### src/rtl/riscv_multicycle_ctrl.sv
// Multi-cycle RV32 control FSM: FETCH/DECODE/EXEC/MEM/WB/TRAP with decoded datapath controls.
// Optional retired-instruction counter enabled by defining RISCV_CTRL_INSTRET_EN.
module riscv_multicycle_ctrl (
  input  logic        clk,
  input  logic        rst,
  input  logic [31:0] inst,
  input  logic        mem_ready,
  input  logic        branch_taken,
  output logic        mem_req,
  output logic        mem_we,
  output logic        mem_addr_sel,
  output logic        ir_we,
  output logic        pc_we,
  output logic        rf_we,
  output logic        alu_src_b,
  output logic        retire,
  output logic        illegal,
  output logic [1:0]  imm_sel,
  output logic [1:0]  pc_sel,
  output logic [1:0]  wb_sel,
  output logic [31:0] instret
);

  localparam logic [6:0] OPC_OP     = 7'b0110011;
  localparam logic [6:0] OPC_OP_IMM = 7'b0010011;
  localparam logic [6:0] OPC_LOAD   = 7'b0000011;
  localparam logic [6:0] OPC_STORE  = 7'b0100011;
  localparam logic [6:0] OPC_BRANCH = 7'b1100011;
  localparam logic [6:0] OPC_JAL    = 7'b1101111;
  localparam logic [6:0] OPC_JALR   = 7'b1100111;

  localparam logic [1:0] IMM_I = 2'b00, IMM_S = 2'b01, IMM_J = 2'b10, IMM_B = 2'b11;
  localparam logic [1:0] PC_P4 = 2'b00, PC_IMM = 2'b01, PC_ALU = 2'b10;
  localparam logic [1:0] WB_ALU = 2'b00, WB_MEM = 2'b01, WB_PC4 = 2'b10;

  typedef enum logic [2:0] {
    S_FETCH, S_DECODE, S_EXEC, S_MEM, S_WB, S_TRAP
  } state_t;

  state_t     state;
  logic [6:0] opc;
  logic       is_op, is_op_imm, is_load, is_store, is_branch, is_jal, is_jalr, is_legal;

  // Only the opcode field steers control; the rest of the IR feeds the datapath.
  logic unused_inst;
  assign unused_inst = ^inst[31:7];

  assign opc       = inst[6:0];
  assign is_op     = (opc == OPC_OP);
  assign is_op_imm = (opc == OPC_OP_IMM);
  assign is_load   = (opc == OPC_LOAD);
  assign is_store  = (opc == OPC_STORE);
  assign is_branch = (opc == OPC_BRANCH);
  assign is_jal    = (opc == OPC_JAL);
  assign is_jalr   = (opc == OPC_JALR);
  assign is_legal  = is_op | is_op_imm | is_load | is_store | is_branch | is_jal | is_jalr;

  always_ff @(posedge clk) begin
    if (rst) begin
      state <= S_FETCH;
    end else begin
      case (state)
        S_FETCH:  if (mem_ready) state <= S_DECODE;
        S_DECODE: state <= is_legal ? S_EXEC : S_TRAP;
        S_EXEC: begin
          if (is_op || is_op_imm)                     state <= S_WB;
          else if (is_load || is_store)               state <= S_MEM;
          else if (is_branch || is_jal || is_jalr)    state <= S_FETCH;
          else                                        state <= S_TRAP;
        end
        S_MEM: if (mem_ready) state <= is_load ? S_WB : S_FETCH;
        S_WB:     state <= S_FETCH;
        S_TRAP:   state <= S_TRAP;
        default:  state <= S_TRAP;
      endcase
    end
  end

  // Controls are decoded combinationally so ir_we/retire line up with the
  // mem_ready cycle; everything is forced quiet while rst is high.
  always_comb begin
    mem_req      = 1'b0;
    mem_we       = 1'b0;
    mem_addr_sel = 1'b0;
    ir_we        = 1'b0;
    pc_we        = 1'b0;
    rf_we        = 1'b0;
    alu_src_b    = 1'b0;
    retire       = 1'b0;
    illegal      = 1'b0;
    imm_sel      = IMM_I;
    pc_sel       = PC_P4;
    wb_sel       = WB_ALU;
    if (!rst) begin
      if (is_store)                                  imm_sel = IMM_S;
      else if (is_jal)                               imm_sel = IMM_J;
      else if (is_branch)                            imm_sel = IMM_B;
      alu_src_b = is_op_imm | is_load | is_store | is_jalr;
      case (state)
        S_FETCH: begin
          mem_req = 1'b1;
          ir_we   = mem_ready;
        end
        S_EXEC: begin
          if (is_branch) begin
            pc_we  = 1'b1;
            pc_sel = branch_taken ? PC_IMM : PC_P4;
            retire = 1'b1;
          end else if (is_jal || is_jalr) begin
            pc_we  = 1'b1;
            pc_sel = is_jal ? PC_IMM : PC_ALU;
            rf_we  = 1'b1;
            wb_sel = WB_PC4;
            retire = 1'b1;
          end
        end
        S_MEM: begin
          mem_req      = 1'b1;
          mem_addr_sel = 1'b1;
          mem_we       = is_store;
          if (mem_ready && is_store) begin
            pc_we  = 1'b1;
            retire = 1'b1;
          end
        end
        S_WB: begin
          rf_we  = 1'b1;
          wb_sel = is_load ? WB_MEM : WB_ALU;
          pc_we  = 1'b1;
          retire = 1'b1;
        end
        S_TRAP:  illegal = 1'b1;
        default: ;
      endcase
    end
  end

`ifdef RISCV_CTRL_INSTRET_EN
  logic [31:0] instret_q;

  always_ff @(posedge clk) begin
    if (rst)         instret_q <= '0;
    else if (retire) instret_q <= instret_q + 32'd1;
  end

  assign instret = rst ? '0 : instret_q;
`else
  assign instret = '0;
`endif

endmodule

### config.mk
export PLATFORM = sky130hd
export DESIGN_NAME = riscv_multicycle_ctrl
export DESIGN_NICKNAME = d
export VERILOG_FILES = /design/src/rtl/riscv_multicycle_ctrl.sv
export SDC_FILE = /design/constraint.sdc
export NUM_CORES = 1
export LEC_CHECK = 0
export ABC_AREA = 1
export CORE_UTILIZATION = 30
export CTS_CLUSTER_SIZE = 16
export DETAILED_ROUTE_END_ITERATION = 10
export GPL_TIMING_DRIVEN = 0
export PLACE_DENSITY = 0.86
export SKIP_CTS_REPAIR_TIMING = 1
export SKIP_LAST_GASP = 1
export SLEW_MARGIN = 25
export SYNTH_ARGS = -nofsm -noshare
export SYNTH_HDL_FRONTEND = slang
export SYNTH_SLANG_ARGS = --single-unit
### constraint.sdc
create_clock -name clk -period 3.45 [get_ports clk]
set_input_delay 0.345 -clock clk [delete_from_list [all_inputs] [get_ports clk]]
set_output_delay 0.345 -clock clk [all_outputs]
set_load 0.05 [all_outputs]
* Word level (Yosys, flattened, before mapping)
Cells that the tools add are included.
Storage, ports and cells: word-level logic and storage cells 75, register bits after elaboration 3
Cells by class: muxes and demuxes 42, bitwise operators 9, reduce and logical (&&, ||, !) cells 9, equal/unequal tests 14
Operators with widths (number):
- $mux W2 | 12
- $eq A7 B7 Y1 const B | 3
- $mux W3 | 7
- $mux W1 | 19
- $pmux W3 S5 | 1
- $eq A7 B6 Y1 const B | 2
- $or A1 B1 Y1 | 9
- $eq A7 B2 Y1 const B | 1
- $eq A7 B5 Y1 const B | 1
- $eq A3 B2 Y1 const B | 2
- $eq A3 B3 Y1 const B | 2
- $logic_or A1 B1 Y1 | 5
- $ne A2 B2 Y1 const B | 2
- $pmux W2 S2 | 1
- $eq A3 B1 Y1 const B | 1
- $logic_not A3 Y1 | 1
- $pmux W1 S3 | 1
- $pmux W1 S2 | 1
- $reduce_and A2 Y1 | 1
- $reduce_or A2 Y1 | 1
- $logic_and A1 B1 Y1 | 1

* Depth between registers and ports, before layout
Gate-level depths: netlist (run 1).
word-level depth 9, gate-level depth with buffers 10, mapped depth without buffers 10

* Worst setup path before layout (run 1)
OpenSTA, ideal clock, no wires.
path kind in2out, start point input rst, end point output illegal, buffers on the path 1, path slack 1.024 ns, stages on the path 2, arrival time 2.081 ns, required time 3.105 ns, path through clkbuf_1 > nor4_1
Between the ends: longest elaborated chain between the ends 1
RTL lines:
- from (decl) | RTL line 5 | input logic rst,
- $mux W1 | RTL line 94 | if (!rst) begin
- to (decl) | RTL line 17 | output logic illegal,
No other way between the ends.

* Worst setup path after layout (run 1)
start point input inst[2], end point output retire
Between the ends: longest elaborated chain between the ends 6, elaborated cells on any way between the ends 11, those cells by class eq/ne (4); mux (5); reduce/logical (2)
RTL lines:
- from (decl) | RTL line 6 | input logic [31:0] inst,
- $eq A7 B7 Y1, on equally long branches | RTL line 54, 55
- $logic_or A1 B1 Y1 | RTL line 109 | end else if (is_jal || is_jalr) begin
- $mux W1 | RTL line 109
- $mux W1 | RTL line 105 | if (is_branch) begin
- $pmux W1 S3 * | RTL line 99 | case (state)
- $mux W1 * | RTL line 94
- to (decl) | RTL line 16 | output logic retire,
Every way passes the cells marked *; elsewhere a longest branch is shown, timed or not.

==> results of run 1 <==
==> worst min-delay path, cell delays in order (launching register included) <==
cell and delay (ns):
dfxtp_1 0.34, o21ai_0 0.09, nand2_1 0.06, inv_1 0.04, nand3_1 0.06, nand2_1 0.06, inv_1 0.03
==> cells by family after synthesis <==
group,Yosys count
buffers and inverters,54
and+or+nand+nor,52
AOI/OAI and AO/OA,10
DFF,3
other,1
==> cells in the final DEF, fill, tap and decap left out <==
cell	instances
nor2_2	3
nor2_1	7
o211ai_2	1
a21oi_1	4
inv_2	3
nand3_1	8
nor2_4	1
o21ai_1	1
nor4_1	1
inv_1	16
clkbuf_4	3
inv_4	1
conb_1	32
clkdlybuf4s50_1	25
nand2_2	4
nand3_4	1
clkbuf_1	2
buf_4	33
nand2_1	15
nor3_2	1
nor3_1	4
nand3b_1	1
o21ai_0	3
nand4_1	4
nand2_4	1
nor3b_2	1
dfxtp_1	3
o221ai_2	1
==> layout make-up <==
| type | instances | area (um^2) | share of cell area |
|---|---|---|---|
| inverters | 20 | 77.6 | 0.0660 |
| repair buffers | 25 | 250 | 0.213 |
| flip-flops and latches | 3 | 60.1 | 0.0511 |
| clock buffers | 4 | 26.3 | 0.0223 |
| well taps | 28 | 35.0 | 0.0298 |
| multi-input cells | 94 | 475 | 0.404 |
| plain buffers | 34 | 251 | 0.214 |
==> cells in the mapped netlist <==
| cell type | count | share of area |
|---|---|---|
| buf_4 | 33 | 0.33 |
| inv_1 | 16 | 0.080 |
| nand2_1 | 15 | 0.075 |
| nand3_1 | 8 | 0.054 |
| nor2_1 | 7 | 0.035 |
| a21oi_1 | 4 | 0.027 |
| nand2_2 | 4 | 0.033 |
| nand4_1 | 4 | 0.033 |
| nor3_1 | 4 | 0.027 |
| dfxtp_1 | 3 | 0.080 |
| inv_2 | 3 | 0.015 |
| nor2_2 | 3 | 0.025 |
| o21ai_0 | 3 | 0.020 |
| clkbuf_1 | 1 | 0.0050 |
| conb_1 | 1 | 0.0050 |
| inv_4 | 1 | 0.0084 |
| nand2_4 | 1 | 0.015 |
| nand3_4 | 1 | 0.023 |
| nand3b_1 | 1 | 0.010 |
| nor2_4 | 1 | 0.015 |
| nor3_2 | 1 | 0.013 |
| nor3b_2 | 1 | 0.017 |
| nor4_1 | 1 | 0.0084 |
| o211ai_2 | 1 | 0.017 |
| o21ai_1 | 1 | 0.0067 |
| o221ai_2 | 1 | 0.020 |
==> worst max path at each step <==
stage / cells past startpoint / start / end
3_3_place_gp: 8 / inst[2] / retire
6_report: 8 / inst[2] / retire
2_1_floorplan: 2 / rst / illegal
3_5_place_dp: 8 / inst[2] / retire
5_1_grt: 9 / inst[4] / imm_sel[1]
4_1_cts: 8 / inst[2] / retire
==> routing by layer <==
metal  track usage  share of wire  vias to the layer above
met5             0              0                        -
met4        0.0811          0.026                        0
met3        0.0175          0.074                        5
met2         0.214           0.49                       34
met1         0.138           0.40                      317
li1              -              -                      438
==> power by group <==
part	switching, mW	total, mW	leakage, nW	internal [mW]
clock	0.0234	0.0671	0.0150	0.0437
combinational	0.129	0.185	0.609	0.0565
sequential	0.00434	0.0423	0.0246	0.0379
total	0.157	0.295	0.649	0.138
==> out/metrics.yaml, run 1 <==
min_path:
  hold_path_depth: 6
  min_to: "state[2]$_SDFFE_PP0P_"
  min_path_type: "register to register"
  min_from: "state[2]$_SDFFE_PP0P_"
synth:
  post_synth.cell_area_avg_um2: 6.24
  yosysWarnings: 0
  netlist_instances: 120
  synth_xor_area_frac: 0
  syn_area_um2: 748
  seq_area_frac_synth: 0.0803
  synthAdderAreaFrac: 0
  synth_mux_area_frac: 0
  synth_compound_area_frac: 0.0903
  synth_top_family_by_area: "buffers and inverters"
  ys_seq_elements: 3
  synth-simple-area-share: 0.385
  ys_types: 26
layout:
  final_util: 0.517
  n_antenna_cell: 0
  drive_above_1_share: 0.300
  layout.cells.non_filler: 208
  nFillCells: 225
  top_regs: "state x3"
  stdcell_area_mm2: 0.00118
  areaGrowthSynthToFinish_pct: 57.2
  final_nets: 217
  top_register: "state"
  largest_reg_flops: 3
clocking:
  h-tree-depth: 1
  clockBufferDepth: 2
  cts_buffers: 3
  root_buffer: "clkbuf_4"
  numClockSinks: 3
  clk_pin_slew_ns: 0.04
  insertion_delay_ns: 0.25
  cts_tree: "built"
global_routing:
  antenna_found_initial: 0
  grt_pass1_wl_um: 2480
  grt_max_degree: 11
  grt.total_usage: 0.123
  grt_pass1_vias: 622
  overflow: 0
timing:
  setup_tns_ns: 0
  finalHoldViolCount: 0
  finClkSkew_ns: 0.000977
  fmax_ghz: 0.359
  setup_viol: 0
  slew_viol_final: 0
  layout_setup_ws_ns: 0.667
  tightest_slew_ns: 0.518
  max_slew_margin: 0.653
  period_share: 0.807
  layout_min_cycle_time_ns: 2.78
  holdWs_ns: 0.717
  rsz0062_at_grt: "false"
power_and_ir_drop:
  p_leak_nw: 0.649
  p_per_area_mw_per_mm2: 251
  power_uw: 295
  ir_worst_vdd_mv: 0.177
run_status:
  status: "finished, final reports clean"
placement:
  io_buffers: 25
  place.gp.congestion: 0.753
  pre_cts_ws_ns: 0.667
  placed_cells: 204
  dp_hpwl_um: 1340
  placed_area_mm2: 0.00115
routing:
  drt_wl_total_um: 1560
  drc: 0
  drtPass1Iterations: 4
  drt_iter0_markers: 18
  via_per_inst: 3.82
  wire_per_inst_um: 7.52
  vias: 794
  ant_nets: 0
setup_path:
  start_kind: "input port"
  critical_path_buf_inv_count: 4
  worst-setup-path-type: "input port to output port"
  cp_common_cell: "clkdlybuf4s50_1"
  slowest_delay_ns: 0.78
  reg2regPathDepth: 10
  arrival_ns: 2.44
  r2r-end: "state[2]$_SDFFE_PP0P_"
  crit_chain: "clkdlybuf4s50_1 -> nor2_2 -> nand3_4 -> inv_4 -> nand2_1 -> o221ai_2 -> buf_4 -> clkdlybuf4s50_1"
  critPathMaxFanout: 5
  worst_path_max_delay_cell: "clkdlybuf4s50_1"
  crit_path_end_kind: "output port"
  path_delay_family: "buffers and inverters"
  r2r_slack_ns: 2.28
  critPathRequiredTime_ns: 3.11
  r2r-start: "state[1]$_SDFFE_PP0P_"
die:
  die_x_um: 51.9
  dieArea_mm2: 0.00270
  io_pins: 83
  start_util: 0.329
  num_rows: 17
  coreArea_mm2: 0.00228
  chipHeight_um: 51.9
run:
  cap_violations: 0
No activity file was read; power rests on OpenSTA's default activity.
==> inputs of run 2 (changes only) <==
--- a/config.mk
+++ b/config.mk
@@ -6,11 +6,11 @@
 export NUM_CORES = 1
 export LEC_CHECK = 0
 export ABC_AREA = 1
-export CORE_UTILIZATION = 30
+export CORE_UTILIZATION = 28
 export CTS_CLUSTER_SIZE = 16
 export DETAILED_ROUTE_END_ITERATION = 10
 export GPL_TIMING_DRIVEN = 0
-export PLACE_DENSITY = 0.86
+export PLACE_DENSITY = 0.81
 export SKIP_CTS_REPAIR_TIMING = 1
 export SKIP_LAST_GASP = 1
 export SLEW_MARGIN = 25
==> constraint.sdc (replaced) <==
create_clock -name clk -period 2.67 [get_ports clk]
set_input_delay 0.267 -clock clk [delete_from_list [all_inputs] [get_ports clk]]
set_output_delay 0.267 -clock clk [all_outputs]
set_load 0.05 [all_outputs]
==> run 2 against run 1 <==
Against the previous run:
- register-to-register slack lost 0.81 ns
- combinational power grew 31%
- via count rose by 1.9%
- cell count grew 0.96%
- power up 29%
- count of clock-buffer cells in the layout is the same
- sequential share of layout area decreased by 0.075 points
- highest routed layer unchanged
==> out/metrics.yaml, run 2 (synthesized netlist as in run 1, its figures left out) <==
power_and_ir_drop:
  p_clk_frac: 0.220  # was 0.228
  p_sw_frac: 0.531  # about the same
  p_leak_nw: 0.760  # was 0.649 nW
  p_switching_uw: 202  # was 157 uW
  sequentialPowerShare: 0.144  # was 0.143
  p_per_area_mw_per_mm2: 318  # was 251 mW/mm^2
  power_frac_comb: 0.636  # was 0.629
  ir_worst_vdd_mv: 0.161  # was 0.177 mV
  p_int_uw: 178  # was 138 uW
global_routing:
  grt_pass1_vias: 696  # was 622
  grt_pass1_wl_um: 2730  # was 2480 um
  grt.total_usage: 0.129  # was 0.123
  antenna_found_initial: 0  # unchanged
  grt_max_degree: 11  # unchanged
  overflow: 0  # unchanged
run:
  cap_violations: 0  # unchanged
routing:
  drt_wl_total_um: 1740  # was 1560 um
  drt_iter0_markers: 18  # unchanged
  ant_nets: 0  # unchanged
  wire_per_inst_um: 8.27  # was 7.52 um
  via_per_inst: 3.85  # was 3.82
  drtPass1Iterations: 4  # unchanged
  vias: 809  # was 794
  drc: 0  # unchanged
setup_path:
  r2r-start: "state[1]$_SDFFE_PP0P_"  # unchanged
  reg2regPathDepth: 7  # was 10
  worst-setup-path-type: "input port to output port"  # unchanged
  arrival_ns: 2.25  # was 2.44 ns
  start_kind: "input port"  # unchanged
  critPathMaxFanout: 4  # was 5
  r2r-end: "state[0]$_SDFFE_PP0P_"  # was state[2]$_SDFFE_PP0P_
  crit_path_end_kind: "output port"  # unchanged
  path_delay_family: "buffers and inverters"  # unchanged
  critPathRequiredTime_ns: 2.40  # was 3.11 ns
  crit_chain: "clkdlybuf4s50_1 -> nand2_2 -> nor2_2 -> nand4_1 -> nand2_1 -> nand3_1 -> nand2_1 -> clkdlybuf4s50_1"  # was clkdlybuf4s50_1 -> nor2_2 -> nand3_4 -> inv_4 -> nand2_1 -> o221ai_2 -> buf_4 -> clkdlybuf4s50_1
  slowest_delay_ns: 0.79  # was 0.78 ns
  critical_path_buf_inv_count: 2  # was 4
  worst_path_max_delay_cell: "clkdlybuf4s50_1"  # unchanged
  r2r_slack_ns: 1.47  # was 2.28 ns
placement:
  placed_cells: 206  # was 204
  io_buffers: 25  # unchanged
  dp_hpwl_um: 1520  # was 1340 um
  place.gp.congestion: 0.808  # was 0.753
timing:
  setup_viol: 0  # unchanged
  setup_tns_ns: 0  # unchanged
  layout_min_cycle_time_ns: 2.51
  rsz0062_at_grt: "false"  # unchanged
  finalHoldViolCount: 0  # unchanged
  holdWs_ns: 0.708  # was 0.717 ns
  fmax_ghz: 0.398
  slew_viol_final: 0  # unchanged
  max_slew_margin: 0.655  # was 0.653
  finClkSkew_ns: 0.00300  # was 0.000977 ns
  tightest_slew_ns: 0.516  # was 0.518 ns
  period_share: 0.942
layout:
  n_antenna_cell: 0  # unchanged
  top_regs: "state x3"  # unchanged
  multi_input_area_um2: 475  # unchanged
  final_nets: 217  # unchanged
  mostFrequentLayoutCells: "buf_4, conb_1, clkdlybuf4s50_1"  # unchanged
  drive_above_1_share: 0.300  # unchanged
  seqCellArea_um2: 60.1  # unchanged
  largest_reg_flops: 3  # unchanged
  final_common_cell: "buf_4"  # unchanged
  nFillCells: 259  # was 225
  top_register: "state"  # unchanged
  layout.cells.non_filler: 210  # was 208
  areaGrowthSynthToFinish_pct: 59.5  # was 57.2%
die:
  io_pins: 83  # unchanged
  coreArea_mm2: 0.00250  # was 0.00228 mm^2
  num_rows: 18  # was 17
  dieArea_mm2: 0.00288  # was 0.00270 mm^2
  chipHeight_um: 53.7  # was 51.9 um
  start_util: 0.299  # was 0.329
  die_x_um: 53.7  # was 51.9 um
run_status:
  status: "finished, final reports clean"  # unchanged
clocking:
  clockBufferDepth: 2  # unchanged
  root_buffer: "clkbuf_4"  # unchanged
  clk_pin_slew_ns: 0.04  # about the same
  cts_buffers: 3  # unchanged
  cts_tree: "built"  # unchanged
  insertion_delay_ns: 0.24  # was 0.25 ns
  h-tree-depth: 1  # unchanged
  numClockSinks: 3  # unchanged
min_path:
  min_path_type: "register to register"  # unchanged
  min_to: "state[2]$_SDFFE_PP0P_"  # unchanged
  hold_path_depth: 6  # unchanged
  min_from: "state[2]$_SDFFE_PP0P_"  # unchanged
## run 2: cell count changes in the layout (fill, tap and decap cells not counted), sizes merged
| cell | previous run | this run |
|---|---|---|
| dlymetal6s2s | 0 | 6 |
| clkdlybuf4s50 | 25 | 19 |
## run 2: metrics by stage
step	instance area, um^2	worst slack [ns]	power (mW)	utilization
2_1_floorplan	865	0.400	0.256	-
3_3_place_gp	1150	0.0198	0.291	0.461
3_5_place_dp	1150	-0.00812	0.295	0.461
4_1_cts	1180	-0.0109	0.379	0.471
5_1_grt	1190	0.00187	0.404	0.477
6_report	1190	0.155	0.380	0.477
## run 2: cell type report
type | instances | area share
Multi-Input combinational cell | 94 | 0.398
Timing Repair Buffer | 25 | 0.222
Buffer | 34 | 0.211
Inverter | 20 | 0.0650
Sequential cell | 3 | 0.0503
Tap cell | 30 | 0.0314
Clock buffer | 4 | 0.0220
## run 2: worst register-to-register path: stages (launching register included)
cell and delay [ns]:
dfxtp_1 0.37, inv_1 0.09, nor2_2 0.16, nand2_2 0.14
nand4_1 0.14, nand3b_1 0.10, nand2_1 0.06, nand2_1 0.04
## run 2: how the worst max path moves through the flow
stage / slack (ns) / endpoint / startpoint / depth (start not counted)
finish: 0.16 / rf_we / inst[5] / 8
global route: 0.002 / alu_src_b / inst[2] / 7
CTS: -0.01 / retire / inst[2] / 8
detailed placement: -0.008 / retire / inst[2] / 8
global placement: 0.02 / retire / inst[2] / 8
floorplan: 0.40 / illegal / rst / 2
## run 2: per-layer routing
layer  vias to the layer above  wire length, um  track usage
met5                         -                0            0
li1                        434                -            -
met2                        36              940        0.267
met3                         2              143       0.0254
met1                       337              631        0.121
met4                         0               20       0.0395
## run 2: power groups by stage
stage / registers, mW / logic (mW) / clock network, mW
6_report: 0.0548 / 0.242 / 0.0834
5_1_grt: 0.0551 / 0.258 / 0.0908
4_1_cts: 0.0545 / 0.240 / 0.0847
3_5_place_dp: 0.0552 / 0.240 / 0
3_3_place_gp: 0.0550 / 0.236 / 0
2_1_floorplan: 0.0541 / 0.202 / 0
